**src/rtl/ap_ctrl_profiler.sv**
```systemverilog
// ap_ctrl_profiler: observes ap_ctrl_hs / ap_ctrl_chain handshakes on NUM_CH
// HLS sub-blocks and keeps per-channel transaction, latency and stall
// statistics behind a one-cycle register-style read port.

// Per-channel tracker: handshake FSM plus the five saturating statistics.
module ap_ctrl_profiler_ch #(
  parameter int CNT_W = 32,
  parameter bit COMB  = 1'b0
) (
  input  logic             ap_clk,
  input  logic             ap_rst_n,
  input  logic             clear_i,
  input  logic             en_i,
  input  logic             start_i,
  input  logic             ready_i,
  input  logic             done_i,
  input  logic             cont_i,
  output logic [1:0]       st_o,
  output logic             busy_d_o,
  output logic [CNT_W-1:0] txn_o,
  output logic [CNT_W-1:0] last_o,
  output logic [CNT_W-1:0] min_o,
  output logic [CNT_W-1:0] max_o,
  output logic [CNT_W-1:0] stall_o
);
  typedef enum logic [1:0] {S_IDLE = 2'd0, S_BUSY = 2'd1, S_STALL = 2'd2} st_e;

  localparam logic [CNT_W-1:0] ONES = '1;

  function automatic logic [CNT_W-1:0] sat_inc(input logic [CNT_W-1:0] v);
    return (v == ONES) ? v : v + CNT_W'(1);
  endfunction

  st_e              st_q, st_d;
  logic [CNT_W-1:0] lat_q, lat_d, stall_q, stall_d;
  logic [CNT_W-1:0] txn_q, last_q, min_q, max_q;
  logic             rec;
  logic [CNT_W-1:0] rec_lat;

  // Next-state and record decision; a combinational channel never leaves IDLE.
  always_comb begin
    st_d    = st_q;
    lat_d   = lat_q;
    stall_d = stall_q;
    rec     = 1'b0;
    rec_lat = '0;
    if (COMB) begin
      rec = ready_i;
    end else begin
      case (st_q)
        S_IDLE: if (start_i) begin
          lat_d = '0;
          if (done_i) begin
            rec  = 1'b1;
            st_d = cont_i ? S_IDLE : S_STALL;
          end else begin
            st_d = S_BUSY;
          end
        end
        S_BUSY: begin
          lat_d = sat_inc(lat_q);
          if (done_i) begin
            rec     = 1'b1;
            rec_lat = sat_inc(lat_q);
            st_d    = cont_i ? S_IDLE : S_STALL;
          end
        end
        S_STALL: begin
          stall_d = sat_inc(stall_q);
          if (cont_i) st_d = S_IDLE;
        end
        default: st_d = S_IDLE;
      endcase
    end
  end

  // State and statistics; clear beats everything, frozen holds everything.
  always_ff @(posedge ap_clk or negedge ap_rst_n) begin
    if (!ap_rst_n) begin
      st_q    <= S_IDLE;
      lat_q   <= '0;
      stall_q <= '0;
      txn_q   <= '0;
      last_q  <= '0;
      min_q   <= ONES;
      max_q   <= '0;
    end else if (clear_i) begin
      st_q    <= S_IDLE;
      lat_q   <= '0;
      stall_q <= '0;
      txn_q   <= '0;
      last_q  <= '0;
      min_q   <= ONES;
      max_q   <= '0;
    end else if (en_i) begin
      st_q    <= st_d;
      lat_q   <= lat_d;
      stall_q <= stall_d;
      if (rec) begin
        txn_q  <= sat_inc(txn_q);
        last_q <= rec_lat;
        if (rec_lat < min_q) min_q <= rec_lat;
        if (rec_lat > max_q) max_q <= rec_lat;
      end
    end
  end

  // Busy as it will be after this edge, so the top can register it directly.
  always_comb begin
    busy_d_o = 1'b0;
    if (!clear_i) busy_d_o = en_i ? (st_d != S_IDLE) : (st_q != S_IDLE);
  end

  assign st_o    = st_q;
  assign txn_o   = txn_q;
  assign last_o  = last_q;
  assign min_o   = min_q;
  assign max_o   = max_q;
  assign stall_o = stall_q;
endmodule

// Top: channel array, freeze control, busy summary and read port.
module ap_ctrl_profiler #(
  parameter int                 NUM_CH    = 8,
  parameter int                 CNT_W     = 32,
  parameter logic [NUM_CH-1:0]  COMB_MASK = '0,
  localparam int                CHW       = (NUM_CH > 1) ? $clog2(NUM_CH) : 1
) (
  input  logic              ap_clk,
  input  logic              ap_rst_n,
  input  logic [NUM_CH-1:0] ch_start,
  input  logic [NUM_CH-1:0] ch_ready,
  input  logic [NUM_CH-1:0] ch_done,
  input  logic [NUM_CH-1:0] ch_continue,
  input  logic              clear,
  input  logic              finish,
  input  logic              rd_en,
  input  logic [CHW-1:0]    rd_ch,
  input  logic [2:0]        rd_sel,
  output logic              rd_valid,
  output logic [CNT_W-1:0]  rd_data,
  output logic              any_busy,
  output logic              frozen
);
  localparam logic [CHW:0] NCH = (CHW+1)'(NUM_CH);

  logic [NUM_CH-1:0][1:0]       st;
  logic [NUM_CH-1:0]            busy_d;
  logic [NUM_CH-1:0][CNT_W-1:0] txn, last, mn, mx, stl;
  logic                         frozen_q, busy_q, rd_valid_q;
  logic [CNT_W-1:0]             rd_data_q, rd_mux;

  for (genvar g = 0; g < NUM_CH; g++) begin : g_ch
    ap_ctrl_profiler_ch #(.CNT_W(CNT_W), .COMB(COMB_MASK[g])) u_ch (
      .ap_clk   (ap_clk),
      .ap_rst_n (ap_rst_n),
      .clear_i  (clear),
      .en_i     (~frozen_q),
      .start_i  (ch_start[g]),
      .ready_i  (ch_ready[g]),
      .done_i   (ch_done[g]),
      .cont_i   (ch_continue[g]),
      .st_o     (st[g]),
      .busy_d_o (busy_d[g]),
      .txn_o    (txn[g]),
      .last_o   (last[g]),
      .min_o    (mn[g]),
      .max_o    (mx[g]),
      .stall_o  (stl[g])
    );
  end

  // Statistic select; sampled from current registers so reads see pre-update values.
  always_comb begin
    rd_mux = '0;
    if ({1'b0, rd_ch} < NCH) begin
      case (rd_sel)
        3'd0:    rd_mux = txn[rd_ch];
        3'd1:    rd_mux = last[rd_ch];
        3'd2:    rd_mux = mn[rd_ch];
        3'd3:    rd_mux = mx[rd_ch];
        3'd4:    rd_mux = stl[rd_ch];
        3'd5:    rd_mux = CNT_W'(st[rd_ch]);
        default: rd_mux = '0;
      endcase
    end
  end

  // Read port, busy summary and sticky freeze flag.
  always_ff @(posedge ap_clk or negedge ap_rst_n) begin
    if (!ap_rst_n) begin
      rd_valid_q <= 1'b0;
      rd_data_q  <= '0;
      busy_q     <= 1'b0;
      frozen_q   <= 1'b0;
    end else begin
      rd_valid_q <= rd_en;
      if (rd_en) rd_data_q <= rd_mux;
      busy_q <= |busy_d;
      if (clear)       frozen_q <= 1'b0;
      else if (finish) frozen_q <= 1'b1;
    end
  end

  assign rd_valid = rd_valid_q;
  assign rd_data  = rd_data_q;
  assign any_busy = busy_q;
  assign frozen   = frozen_q;
endmodule

```
**config.mk**
```make
export PLATFORM = sky130hd
export DESIGN_NAME = ap_ctrl_profiler
export DESIGN_NICKNAME = d
export VERILOG_FILES = /design/src/rtl/ap_ctrl_profiler.sv
export SDC_FILE = /design/constraint.sdc
export NUM_CORES = 2
export LEC_CHECK = 0
export CORE_ASPECT_RATIO = 1.75
export CORE_MARGIN = 2
export CORE_UTILIZATION = 25
export CTS_CLUSTER_DIAMETER = 200
export DETAILED_ROUTE_END_ITERATION = 8
export PLACE_DENSITY = 0.38
export RECOVER_POWER = 25
export SLEW_MARGIN = 20
export SYNTH_ARGS = -nofsm -noshare
export SYNTH_HDL_FRONTEND = slang
export SYNTH_SLANG_ARGS = --single-unit
```
**constraint.sdc**
```tcl
create_clock -name ap_clk -period 5.4 [get_ports ap_clk]
set_input_delay 1.62 -clock ap_clk [delete_from_list [all_inputs] [get_ports ap_clk]]
set_output_delay 1.62 -clock ap_clk [all_outputs]
set_load 0.02 [all_outputs]
```
Yosys cells after proc, flatten, opt, wreduce, memory -nomap -nowiden
Index checks and enable logic that the tools add are counted.
Operators by class
  $add $sub $neg: 24
  multipliers: 0
  div/mod/pow operators: 0
  $lt $le $gt $ge: 17
  equality and inequality tests: 70
  shift operators: 0
  mux-type cells: 327
  bitwise gates (word level): 0
  reduce and logical (&&, ||, !) cells: 115
Operators by type and width (number)
  $mux 32: 205
  $add 32x1->32 const B: 24
  $eq 32x32->1 const B: 24
  $pmux 32 s2: 8
  $bmux 32 s3: 5
  $gt 32x32->1: 8
  $lt 32x32->1: 8
  $pmux 32 s6: 1
  $reduce_and 3->1: 40
  $mux 2: 57
  $reduce_bool 2->1: 49
  $pmux 2 s3: 8
  $mux 1: 34
  $ne 2x2->1 const B: 17
  $ne 3x3->1 const B: 8
  $reduce_bool 3->1: 8
  $eq 2x1->1 const B: 8
  $eq 2x2->1 const B: 8
  $logic_not 2->1: 8
  $pmux 1 s2: 8
  $reduce_and 2->1: 8
  $reduce_or 8->1: 1
  $bmux 2 s3: 1
  $eq 3x2->1 const B: 2
  other kinds (4): 5
Storage, ports and cells
  register bits after elaboration: 1587
  latch bits: 0
  memory bits (writable): 0
  ROM bits: 0
  bits of input ports: 43
  output and inout port bits: 35
  word-level logic and storage cells: 613
  memories: 0

Depth between registers and ports, before layout
  depth in word-level cells: 9
  gate-level depth with buffers: 22
  depth with buffers taken out: 18

Modules after synthesis
A second synthesis with hierarchy kept.
Second synthesis, totals
  cell total of the unflattened synthesis: 11345
  area, all modules: 103330.4 um^2
By module, submodules not included
  ap_ctrl_profiler_ch (g_ch[0].u_ch ...): times used 6, cells an instance 1325, area each 11539.8 um^2, seq. area each 4894.7 um^2
  ap_ctrl_profiler_ch (g_ch[1].u_ch): times used 1, cells an instance 1315, area each 11591.1 um^2, seq. area each 4894.7 um^2
  ap_ctrl_profiler_ch (g_ch[7].u_ch): times used 1, cells an instance 1321, area each 11488.5 um^2, seq. area each 4894.7 um^2
  ap_ctrl_profiler: times used 1, cells an instance 759, area each 11011.8 um^2, seq. area each 875.8 um^2

Worst setup path after synthesis
No wires, ideal clock.
  kind: input port to flip-flop
  start: in ch_done[5]
  end: reg g_ch[5].u_ch.max_q[0]
  setup time: 78 ps
  arrival: 4904 ps
  data required time: 5322 ps
  slack: 418 ps
  stages: 16
  path buffers: 4
  cells stage by stage: clkbuf_1 -> nand2_1 -> clkbuf_1 -> clkbuf_1 -> nor2_1 -> ha_1 -> a21o_1 -> a21o_1 -> a221o_1 -> a311o_1 -> a21oi_1 -> o31ai_1 -> a211oi_1 -> clkbuf_1 -> o21ai_0 -> a21oi_1
Between the ends
  cells in the longest elaborated chain, start to end: 6
  elaborated cells between the ends (all ways): 13
RTL lines
  start: declaration: RTL line 133  | input logic [NUM_CH-1:0] ch_done,
  branches (longest 6 deep; another with $gt 32x32->1)
  end signal: assignment: RTL line 103  | if (rec_lat > max_q) max_q <= rec_lat;
  end: declaration: RTL line 36  | logic [CNT_W-1:0] txn_q, last_q, min_q, max_q;
Parallel ways; which one is timed is not known. The select of a mux whose other input is x is not followed.
A chain may end at the register's enable or synchronous reset.

Worst setup path after layout
  start: reg g_ch[1].u_ch.lat_q[0]
  end: reg g_ch[1].u_ch.max_q[29]
Between the ends
  cells in the longest elaborated chain, start to end: 8
  elaborated cells between the ends (all ways): 12
RTL lines
  start: declaration: RTL line 35  | logic [CNT_W-1:0] lat_q, lat_d, stall_q, stall_d;
  start signal: assignment: RTL line 97  | lat_q <= lat_d;
  $add 32x1->32 / $eq 32x32->1 (equally long branches): RTL line 31  | return (v == ONES) ? v : v + CNT_W'(1);
  $mux 32 *
  $mux 32 *: RTL line 62  | if (done_i) begin
  $mux 32 *: RTL line 50  | case (st_q)
  branches (longest 4 deep; another with $gt 32x32->1)
  end signal: assignment: RTL line 103
  end: declaration: RTL line 36
Every way passes the cells marked *. The select of a mux whose other input is x is not followed.

==> out/results.txt <==
The run gives 399,000 um^2 as the area of the core. For this design the ratio of total power to cell area is 237 nW/um^2. The fraction of power consumed by sequential logic was 43.5%. The tool flagged a number of max-cap violations equal to 13. The tools report the endpoint of the worst-slack reg-to-reg timing path as g_ch[1].u_ch.max_o[29]. Row generation in the floorplan step produced 307 rows. For the clock share of power, the log shows 46.8%. After detailed routing, the number of vias per cell comes to 5.23. The count of nets left with antenna violations once routing finished came out at 0. On the critical path the largest part of the delay comes from simple AND/OR/NAND/NOR gates.

The cell sitting at the root of the clock tree is a sky130_fd_sc_hd__clkbuf_16. Of all nets on the critical path, the largest fanout is 21. The run gives 12,300 as the final net count. The checks that failed: capacitance limit, slew limit.

The startpoint kind of the worst setup timing path was a flip-flop. The clock tree synthesis step divided the H-tree into 4 levels. The minimum setup slack in the final design was 0.169 ns. The port buffer count is 69. Counting flops and latches in the post-synthesis netlist gives 1,587.

Of the cells placed in the final design, the portion with a size suffix greater than 1 is 17.4%. Detailed placement finished with a half-perimeter wire length of 382,000 um. Counting along the longest clock path gives a buffer depth of 4.

In this run the count of I/O pins placed on the die edge is 78. The tools report the number of sinks handled by clock tree synthesis as 1,587. In this run the critical register-to-register path is launched from g_ch[1].u_ch.lat_q[0].

The routed design has 482,000 um of wire. The die covers 406,000 um^2. TritonCTS built the clock tree. Number of enable-type register cells in the synthesized netlist: 0. Of the synthesized area, sequential elements account for 39.9%. Cell internal power was estimated by the tool at 20.7 mW.

The proportion of total power due to net switching is 27.9%, and the peak supply drop is 0.000261 V. The count of warnings emitted by yosys was 0; the combined area of all synthesized cells was 100,000 um^2. The number of buffers created by CTS is 181, and the maximum cell stage delay along the critical path is 0.43 ns. Across the routed clock network, the largest skew measured is 0.0810 ns. For this run, the total global-route usage over all layers was measured as 23.3%. The library cell used most frequently in the layout, excluding fill and tap cells, is sky130_fd_sc_hd__dfrtp_1. The required time at the worst-slack endpoint is 6.16 ns.

The first detailed-routing pass ran for 6 iterations. Measured against its own limit, the worst slew margin works out to -60.3%. Category of the worst setup path capture point: a flip-flop. The combined buffer and inverter count along the critical path is 3, and the switching power of the nets is 8.00 mW.

The slowest stage of the critical path is the sky130_fd_sc_hd__dfrtp_1 cell. The pin count of the biggest net entering global routing is 174, and the number of global-route vias before repair is 90,800. After technology mapping, the gate count stands at 11,100.

Number of different library cells in the post-synthesis netlist: 102. Class of the most critical hold timing path: reg -> reg. Clock network latency to the later pin of the worst-skew pair: 0.93 ns.

Post-synthesis average cell area: 8.99 um^2. Of the available clock period, the critical path in the final layout requires 96.9%. The initial utilization of the core area, before any placement, comes to 25.1%.

After synthesis, the share of flip-flops with an asynchronous set or reset is 100%. Static timing analysis puts the maximum clock frequency at 191 MHz. After global routing the overflow that remains totals 0. The number of cells on the worst reg-to-reg path is 20. For flop-to-flop paths, the worst setup slack is 0.17 ns.

The tools report the hold path endpoint as g_ch[2].u_ch.min_o[22]. Counting the fill cells in the layout gives 41,700. Traced cell by cell, the critical path runs through ha_1 > nand3_1 > or3_1 > or3_1 > nor2_2 > and3_1 > xnor2_1 > nor2_1 > buf_12 > buf_4 > ha_1 > nand4_1 > nor3_1 > nand2_1 > nor2_1 > nand3_1 > o21ai_2 > buf_12 > o21ai_0 > a21oi_1. The prevailing post-synth register cell was sky130_fd_sc_hd__dfrtp_1. The run gives 0 as the final number of hold-violating endpoints.

The clock slew seen by the registers of the worst setup and hold paths was 0.07 ns. Setup violations remaining at the end of the flow were counted as 0. The shortest clock period the worst path allows after layout is 5.23 ns. The flow ran to the end, but the final reports show violations. The number of instances on the worst hold path came out at 2.

The worst hold path begins at g_ch[2].u_ch.min_o[22]. The run gives 971 as the max-slew violation count. For the number of hold-repair buffers added at the cts stage, the log shows 0.

The transition time at the pin with the least slew margin was 2.40 ns; the initial detailed-routing violation count was 6,665. The total power came out at 28.7 mW. The global placement routability congestion came out at 1.02. The floorplan step set the die height to 842 um.

The final route contains 89,900 vias. OpenSTA, run right after detailed placement, puts the worst setup slack at -0.363 ns. Total nets after synthesis: 11,700.

The first global-routing pass estimated 680,000 um of wire. The area added between synthesis and finish was 20.7%. The top cell types in the final layout, fill and taps aside, are 1,330 x sky130_fd_sc_hd__dfrtp_1, 1,201 x sky130_fd_sc_hd__nor2_1, 1,093 x sky130_fd_sc_hd__nand2_1, 920 x sky130_fd_sc_hd__buf_4, 781 x sky130_fd_sc_hd__o21ai_0. The leakage power of the design came out at 51.5 nW. The data arrival time of the worst path was 5.99 ns; the final routed wire length divided by cell count was 28.0 um. Per report_power, the combinational group accounts for 9.7% of the total.

From left edge to right edge, the die measures 483 um. The critical path is of the reg -> reg type. The initial antenna violation count is 21, and the residual DRC count is 0.
what timing repair did:
item / in CTS / in global routing
pin swaps: 1 / 7
resized for setup: 13 / 36
gates cloned: 1 / 1
endpoints found under the setup margin: 151 / 242
buffers inserted: 0 / 7
hold endpoints to repair: 0 / 0
power groups by stage:
stage	clock, mW	sequential (mW)	combinational (mW)
after CTS	13.8	12.5	2.82
final	13.4	12.5	2.79
after global placement	0	12.7	2.78
after detailed placement	0	12.7	2.81
after global routing	14.2	12.5	3.00
after floorplan	0	12.5	1.37
flip-flops by register name, summed over array words and instances, names as in the netlist:
| name | count |
|---|---|
| g_ch.u_ch.lat_q | 256 |
| g_ch.u_ch.st_o | 16 |
| frozen | 1 |
| g_ch.u_ch.stall_o | 256 |
| g_ch.u_ch.max_o | 256 |
| g_ch.u_ch.min_o | 256 |
| g_ch.u_ch.txn_o | 256 |
| any_busy | 1 |
| g_ch.u_ch.last_o | 256 |
| rd_valid | 1 |
| rd_data | 32 |
worst max path at each step:
stage / cells past startpoint / slack [ns] / from / end
2_1_floorplan: 16 / 0.42 / ch_done[5] / g_ch[5].u_ch.max_o[0]
3_3_place_gp: 18 / -0.35 / ch_done[5] / g_ch[5].u_ch.max_o[6]
3_5_place_dp: 18 / -0.36 / ch_done[5] / g_ch[5].u_ch.max_o[16]
4_1_cts: 22 / 0.009 / g_ch[2].u_ch.lat_q[13] / g_ch[2].u_ch.max_o[27]
5_1_grt: 21 / -0.002 / g_ch[1].u_ch.lat_q[0] / g_ch[1].u_ch.max_o[16]
6_report: 20 / 0.17 / g_ch[1].u_ch.lat_q[0] / g_ch[1].u_ch.max_o[29]
area by class of cell:
class | instances | area (um^2) | area share [%]
clock buffer | 264 | 5250 | 4.33
sequential | 1587 | 40000 | 33.1
inverter | 619 | 2330 | 1.93
antenna | 7 | 17.5 | 0.0145
timing repair buffer | 1135 | 10200 | 8.46
multi-input combinational | 8262 | 55700 | 46.1
clock inverter | 59 | 827 | 0.684
tap | 5253 | 6570 | 5.43
cell usage after synthesis, types with 165 or more instances:
library cell / instances / share of area [%]
sky130_fd_sc_hd__mux2i_1: 189 / 1.9
sky130_fd_sc_hd__nand4_1: 242 / 1.5
sky130_fd_sc_hd__nand2_1: 1097 / 4.1
sky130_fd_sc_hd__nand3_1: 638 / 3.2
sky130_fd_sc_hd__mux4_2: 324 / 7.3
sky130_fd_sc_hd__o21ai_0: 784 / 3.9
sky130_fd_sc_hd__clkbuf_1: 544 / 2.0
sky130_fd_sc_hd__xnor2_1: 338 / 3.0
sky130_fd_sc_hd__and3_1: 165 / 1.0
sky130_fd_sc_hd__nor3_1: 235 / 1.2
sky130_fd_sc_hd__a21oi_1: 780 / 3.9
sky130_fd_sc_hd__dfrtp_1: 1331 / 33
sky130_fd_sc_hd__xor2_1: 347 / 3.0
sky130_fd_sc_hd__nor2_1: 1216 / 4.6
sky130_fd_sc_hd__dfstp_2: 256 / 6.7
sky130_fd_sc_hd__ha_1: 496 / 6.2
sky130_fd_sc_hd__inv_1: 618 / 2.3
worst min-delay path, delay by kind of cell, from the launching register on:
family / cells / cell delay (ns)
buf+inv: 1 / 0.07
compound gates: 1 / 0.07
flops: 1 / 0.37
per-stage QoR:
step | util (%) | setup TNS, ns | cell area (um^2) | hold WS (ns) | instances
floorplan | - | 0 | 100000 | 0.474 | 11100
global placement | 28.8 | -38.50 | 115000 | 0.492 | 16800
detailed placement | 28.8 | -42.91 | 115000 | 0.497 | 16800
CTS | 30.3 | 0 | 121000 | 0.507 | 17200
global route | 30.3 | -0.00238 | 121000 | 0.521 | 17200
finish | 30.3 | 0 | 121000 | 0.509 | 17200
layer usage:
metal,global-route usage (%),routed length [um]
met1,24.0,167000
met2,42.5,249000
met4,19.1,48800
met3,2.36,17300
met5,0,37
logic make-up after synthesis:
group,synth area share [%]
compound gates,14.0
xor+xnor,5.98
fa+ha+maj,6.29
buf+inv,4.94
flops,39.9
mux,9.31
simple gates,19.6
Note: power is estimated with default switching activity, not from simulation.
